--- src/rtl/game_ctrl.sv ---
//==============================================================================
// Module      : game_ctrl
// Description : Game flow controller: IDLE/PLAY/HIT/OVER state machine with
//               per-frame move grants, lives and a saturating score counter.
//               Optional PAUSE state is built when GAME_CTRL_PAUSE_EN is defined.
// Revision    : 1.0 - initial release
//==============================================================================
`default_nettype none

module game_ctrl #(
    parameter int P_LIVES      = 3,
    parameter int P_SCORE_DIV  = 60,
    parameter int P_HIT_FRAMES = 120,
    parameter int P_X_MAX      = 616
) (
    input  logic        i_Clk,
    input  logic        i_Rst,
    input  logic        i_fTick,
    input  logic        i_Btn_Left,
    input  logic        i_Btn_Right,
    input  logic        i_Btn_Start,
    input  logic        i_Hit,
    input  logic [9:0]  i_Player_Position,
    output logic        o_Move_Left,
    output logic        o_Move_Right,
    output logic [2:0]  o_State,
    output logic [1:0]  o_Lives,
    output logic [13:0] o_Score,
    output logic        o_Game_Over
);

    localparam logic [2:0] c_ST_IDLE  = 3'd0;
    localparam logic [2:0] c_ST_PLAY  = 3'd1;
    localparam logic [2:0] c_ST_HIT   = 3'd2;
    localparam logic [2:0] c_ST_OVER  = 3'd3;
`ifdef GAME_CTRL_PAUSE_EN
    localparam logic [2:0] c_ST_PAUSE = 3'd4;
`endif

    localparam int c_SCW = (P_SCORE_DIV  > 1) ? $clog2(P_SCORE_DIV)  : 1;
    localparam int c_HCW = (P_HIT_FRAMES > 1) ? $clog2(P_HIT_FRAMES) : 1;

    localparam logic [1:0]       c_LIVES      = 2'(P_LIVES);
    localparam logic [c_SCW-1:0] c_SCORE_LAST = c_SCW'(P_SCORE_DIV - 1);
    localparam logic [c_HCW-1:0] c_HIT_LAST   = c_HCW'(P_HIT_FRAMES - 1);
    localparam logic [9:0]       c_X_MAX      = 10'(P_X_MAX);
    localparam logic [13:0]      c_SCORE_MAX  = 14'd9999;

    logic [2:0]       r_state;
    logic [2:0]       w_next_state;
    logic             r_ftick_q;
    logic             r_start_q;
    logic             w_ftick_edge;
    logic             w_start_edge;
    logic [c_SCW-1:0] r_score_cnt;
    logic [c_HCW-1:0] r_hit_cnt;
    logic [1:0]       r_lives;
    logic [13:0]      r_score;
    logic             r_move_left;
    logic             r_move_right;
    logic             w_play_frame;
    logic             w_hit_done;
    logic             w_grant_left;
    logic             w_grant_right;

    assign w_ftick_edge = i_fTick & ~r_ftick_q;
    assign w_start_edge = i_Btn_Start & ~r_start_q;
    assign w_hit_done   = w_ftick_edge && (r_hit_cnt == c_HIT_LAST);

    // A frame only counts when PLAY is kept; a hit (or pause) that frame cancels it.
    assign w_play_frame = (r_state == c_ST_PLAY) && (w_next_state == c_ST_PLAY) && w_ftick_edge;

    // State register
    always_ff @(posedge i_Clk) begin
        if (!i_Rst) begin
            r_state <= c_ST_IDLE;
        end else begin
            r_state <= w_next_state;
        end
    end

    // Next-state logic
    always_comb begin
        w_next_state = r_state;
        case (r_state)
            c_ST_IDLE: begin
                if (w_start_edge) begin
                    w_next_state = c_ST_PLAY;
                end
            end
            c_ST_PLAY: begin
                if (i_Hit) begin
                    w_next_state = (r_lives <= 2'd1) ? c_ST_OVER : c_ST_HIT;
                end
`ifdef GAME_CTRL_PAUSE_EN
                else if (w_start_edge) begin
                    w_next_state = c_ST_PAUSE;
                end
`endif
            end
            c_ST_HIT: begin
                if (w_hit_done) begin
                    w_next_state = c_ST_PLAY;
                end
            end
            c_ST_OVER: begin
                if (w_start_edge) begin
                    w_next_state = c_ST_IDLE;
                end
            end
`ifdef GAME_CTRL_PAUSE_EN
            c_ST_PAUSE: begin
                if (w_start_edge) begin
                    w_next_state = c_ST_PLAY;
                end
            end
`endif
            default: w_next_state = c_ST_IDLE;
        endcase
    end

    // Output logic
    always_comb begin
        o_State       = r_state;
        o_Game_Over   = (r_state == c_ST_OVER);
        o_Lives       = r_lives;
        o_Score       = r_score;
        o_Move_Left   = r_move_left;
        o_Move_Right  = r_move_right;
        w_grant_left  = w_play_frame && i_Btn_Left && !i_Btn_Right
                        && (i_Player_Position != 10'd0);
        w_grant_right = w_play_frame && i_Btn_Right && !i_Btn_Left
                        && (i_Player_Position < c_X_MAX);
    end

    // Edge history, grants, lives, score and frame counters
    always_ff @(posedge i_Clk) begin
        if (!i_Rst) begin
            r_ftick_q    <= 1'b0;
            r_start_q    <= 1'b0;
            r_move_left  <= 1'b0;
            r_move_right <= 1'b0;
            r_lives      <= 2'd0;
            r_score      <= 14'd0;
            r_score_cnt  <= '0;
            r_hit_cnt    <= '0;
        end else begin
            r_ftick_q    <= i_fTick;
            r_start_q    <= i_Btn_Start;
            r_move_left  <= w_grant_left;
            r_move_right <= w_grant_right;
            case (r_state)
                c_ST_IDLE: begin
                    if (w_start_edge) begin
                        r_lives     <= c_LIVES;
                        r_score     <= 14'd0;
                        r_score_cnt <= '0;
                        r_hit_cnt   <= '0;
                    end
                end
                c_ST_PLAY: begin
                    if (i_Hit) begin
                        r_lives   <= r_lives - 2'd1;
                        r_hit_cnt <= '0;
                    end else if (w_play_frame) begin
                        if (r_score_cnt == c_SCORE_LAST) begin
                            r_score_cnt <= '0;
                            if (r_score != c_SCORE_MAX) begin
                                r_score <= r_score + 14'd1;
                            end
                        end else begin
                            r_score_cnt <= r_score_cnt + 1'b1;
                        end
                    end
                end
                c_ST_HIT: begin
                    if (w_hit_done) begin
                        r_hit_cnt <= '0;
                    end else if (w_ftick_edge) begin
                        r_hit_cnt <= r_hit_cnt + 1'b1;
                    end
                end
                default: begin
                end
            endcase
        end
    end

endmodule

`default_nettype wire

--- config.mk ---
export PLATFORM = sky130hd
export DESIGN_NAME = game_ctrl
export DESIGN_NICKNAME = d
export VERILOG_FILES = /design/src/rtl/game_ctrl.sv
export SDC_FILE = /design/constraint.sdc
export NUM_CORES = 1
export LEC_CHECK = 0
export ABC_AREA = 1
export BUFFER_PORTS_ARGS = -buffer_cell sky130_fd_sc_hd__buf_2
export CAP_MARGIN = 20
export CORE_MARGIN = 2
export CORE_UTILIZATION = 40
export CTS_CLUSTER_SIZE = 12
export DETAILED_ROUTE_END_ITERATION = 16
export HOLD_SLACK_MARGIN = 0.08
export SETUP_SLACK_MARGIN = 0.05
export SLEW_MARGIN = 30
export SYNTH_ARGS = -nofsm -noshare
export SYNTH_HDL_FRONTEND = slang
export SYNTH_SLANG_ARGS = --single-unit
--- constraint.sdc ---
create_clock -name i_Clk -period 2 [get_ports i_Clk]
set_input_delay 0.3 -clock i_Clk [delete_from_list [all_inputs] [get_ports i_Clk]]
set_output_delay 0.3 -clock i_Clk [all_outputs]
set_load 0.005 [all_outputs]
==> metrics <==
result of the run=finished clean; detailed placement HPWL=3670 um; Num Clock Sinks=36; number of enable-type register cells in the synthesized netlist=0; buffer type at the clock tree root=sky130_fd_sc_hd__clkbuf_8; number of violations of the max-capacitance limit=0; number of buffers added for setup after CTS=0; Clock Latency Late Sink=0.29 ns; grt total ovfl=0; launching element type of the critical path=register; average cell area after synthesis=roughly 6.5 um2; TritonCTS clock tree=built; proportion of synthesized flip-flops having asynchronous set or reset=0%; die height=79.3 um; number of pins exceeding their max-slew limit in the final report=0; Critical Path Source=r_score_cnt[0]$_SDFFE_PN0P_; dpl cell area=~0.0025 mm2; clock-pin slew on the worst setup and hold paths=approximately 0.08 ns; R2R Path Start=r_score_cnt[0]$_SDFFE_PN0P_; Placer Congestion=roughly 0.88; Critical Path Sink Type=register; layout overhead on the synthesized area=14.7%; peak supply drop=between 500 and 600 uV; Worst Path Max Fanout=26; synthesized instance count=about 350; post-layout total power=1.70 mW; RSZ-0062 raised after global routing=false; combined global-route utilization of all metal layers=17.2%; area of the die=approximately 0.0063 mm2; Leak Pwr=roughly 1.2 nW; delay-heaviest family, CP=simple AND/OR/NAND/NOR gates; mean number of vias per cell=~4.8; largest stage delay on the critical path=0.37 ns; drt first-iter violations=65; diode count=0; NumNets Final=409; Yosys reg bits=36; drt first pass iters=4; I/O pin count=39; final routed wire length divided by cell count=between 10 and 15 um; share of the clock period used by the worst path=a little over 80%; maximum root-to-sink buffer count=2; worst path buffer plus inverter count=0; Horiz. Die Dim=~79 um; Data required, critical path=about 2.2 ns; number of global-route vias before repair=between 2000 and 2500; worst setup path endpoint=o_Score[4]$_SDFFE_PN0P_; Non-Filler Cell Area, Final=0.00260 mm2; site row count=27; post-route minimum period=between 1.5 and 2 ns; share of cell area taken by muxes after synthesis=0%; final-report setup violation count=0; cts hold-fix bufs=0; port buffer count=38; adder-cell area share of the yosys netlist=between 2 and 2.5%; area of the core region=around 0.0055 mm2; CTS HTree Levels=2; type of the worst setup path=register to register; xor-xnor portion of the synthesized cell area=0%; setup skew after layout=just under 0.008 ns; Yosys Warn Count=0; transition time of the tightest slew-check pin=about 0.52 ns; post-synthesis compound-gate area fraction=roughly a tenth; Critical Path, Cell by Cell=ha_1 -> nand3_1 -> o21ai_4 -> nand3_4 -> nor2_8 -> nand2_1 -> nand2_1 -> nor2_1; Crit path arrival time=around 1.8 ns; share of final-layout standard cells stronger than drive strength 1=between 20% and 30%; most numerous cell on the critical path=sky130_fd_sc_hd__nand2_1; logic depth of the worst path, buffers included=8; power density of the placed cells=roughly 650 mW/mm2; effective utilization at floorplan=between 40% and 50%; proportion of synthesized chip area in sequential cells=31.8%; end of the worst register-to-register path=o_Score[4]$_SDFFE_PN0P_; mapped cell area=approximately 0.0023 mm2; WL final=between 4000 and 5000 um; Critical-path top delay cell=sky130_fd_sc_hd__dfxtp_1; Post-Synthesis Net Count=370; reg-to-reg setup timing slack=~0.35 ns; total CTS buffers=5; endpoints failing hold=0; post-route ant nets=0; count of unique library cells instantiated by Yosys=33; final setup TNS=0 ns; upper clock frequency limit=607 MHz; post-cts gate resize count=0; Simple-Gate Fraction of Synth Area=between 40% and 50%; DRC errors left=0; total number of vias=2204; worst reg2reg path depth=8; most used flip-flop cell after synthesis=sky130_fd_sc_hd__dfxtp_1; Max-slew headroom=65.5%; maximum number of pins on one net before global-route repair=29; dominant combinational cell family by area after synthesis=simple AND/OR/NAND/NOR gates; global-route wire length before repair=around 8900 um; HP Class=input port to register; antenna violations before repair=0
## layout make-up
type,count,area (um2)
Clock inverter,3,42.5
Sequential cell,36,721
Fill cell,549,2910
Tap cell,72,90.1
Clock buffer,5,68.8
Multi-Input combinational cell,258,1300
Inverter,47,176
Timing Repair Buffer,40,205
## Yosys cell counts (4+ instances only)
cell / n / area share, %
sky130_fd_sc_hd__nand2_2: 11 / 3.0
sky130_fd_sc_hd__nor3_1: 8 / 1.8
sky130_fd_sc_hd__nor2_4: 4 / 2.0
sky130_fd_sc_hd__nor2_1: 48 / 7.9
sky130_fd_sc_hd__nand2_1: 86 / 14
sky130_fd_sc_hd__a21oi_1: 9 / 2.0
sky130_fd_sc_hd__o21bai_1: 7 / 2.3
sky130_fd_sc_hd__nand3_1: 37 / 8.2
sky130_fd_sc_hd__nor2_2: 12 / 3.3
sky130_fd_sc_hd__dfxtp_1: 36 / 32
sky130_fd_sc_hd__nand4_1: 7 / 1.9
sky130_fd_sc_hd__o21ai_0: 11 / 2.4
sky130_fd_sc_hd__inv_1: 45 / 7.5
sky130_fd_sc_hd__ha_1: 4 / 2.2
## cell usage in the layout, fill, tap and decap left out, types with 8 or more instances in the layout
cell type	count
sky130_fd_sc_hd__a21oi_1	9
sky130_fd_sc_hd__buf_2	38
sky130_fd_sc_hd__dfxtp_1	36
sky130_fd_sc_hd__inv_1	45
sky130_fd_sc_hd__nand2_1	86
sky130_fd_sc_hd__nand2_2	11
sky130_fd_sc_hd__nand3_1	37
sky130_fd_sc_hd__nor2_1	48
sky130_fd_sc_hd__nor2_2	12
sky130_fd_sc_hd__nor3_1	8
sky130_fd_sc_hd__o21ai_0	11
## worst min-delay path by stage
stage / startpoint / end / slack (ns) / cells after the start
final: i_Player_Position[9] / o_Move_Right$_SDFF_PN0_ / 0.20 / 2
after global routing: i_Player_Position[9] / o_Move_Right$_SDFF_PN0_ / 0.20 / 2
after CTS: i_Player_Position[9] / o_Move_Right$_SDFF_PN0_ / 0.19 / 2
after detailed placement: r_hit_cnt[5]$_SDFFE_PN0P_ / r_hit_cnt[5]$_SDFFE_PN0P_ / 0.44 / 2
after global placement: r_hit_cnt[5]$_SDFFE_PN0P_ / r_hit_cnt[5]$_SDFFE_PN0P_ / 0.44 / 2
after floorplan: i_fTick / r_ftick_q$_SDFF_PN0_ / 0.39 / 2
## metal layers
metal	wire (um)	up-vias	track usage, %	part of all wire, %
met2	2300	46	29.9	47
met1	2290	969	21.4	47
met3	213	6	3.86	4.4
li1	-	1183	-	-
met5	0	-	0	0
met4	59	0	4.66	1.2
## sequential cells by signal, summed over array words and instances (netlist names)
name and count:
r_score_cnt 6, o_Lives 2, r_ftick_q 1, o_Move_Left 1, o_Score 14, r_start_q 1
o_Move_Right 1, o_State 3, r_hit_cnt 7
## cells by family after synthesis
kind of cell,Yosys count
and+or+nand+nor,219
buffers and inverters,55
DFF,36
AOI/OAI and AO/OA,34
adders and majority gates,4
other,1
## metrics by stage
stage                     cells  setup WS [ns]  hold slack, ns  util (%)
after floorplan             349          0.414           0.393         -
after global placement      453          0.354           0.441      45.2
after detailed placement    453          0.343           0.441      45.2
after CTS                   461          0.318           0.189      47.2
after global routing        461          0.160           0.199      47.2
final                       461          0.352           0.200      47.2
## where the power goes
part	internal (mW)	leakage [nW]	switching [mW]	total [mW]
clock	0.369	0.0541	0.277	0.646
combinational	0.104	0.807	0.152	0.256
sequential	0.752	0.294	0.0494	0.801
total	1.22	1.15	0.478	1.70
(Power assumes the default switching activity.)
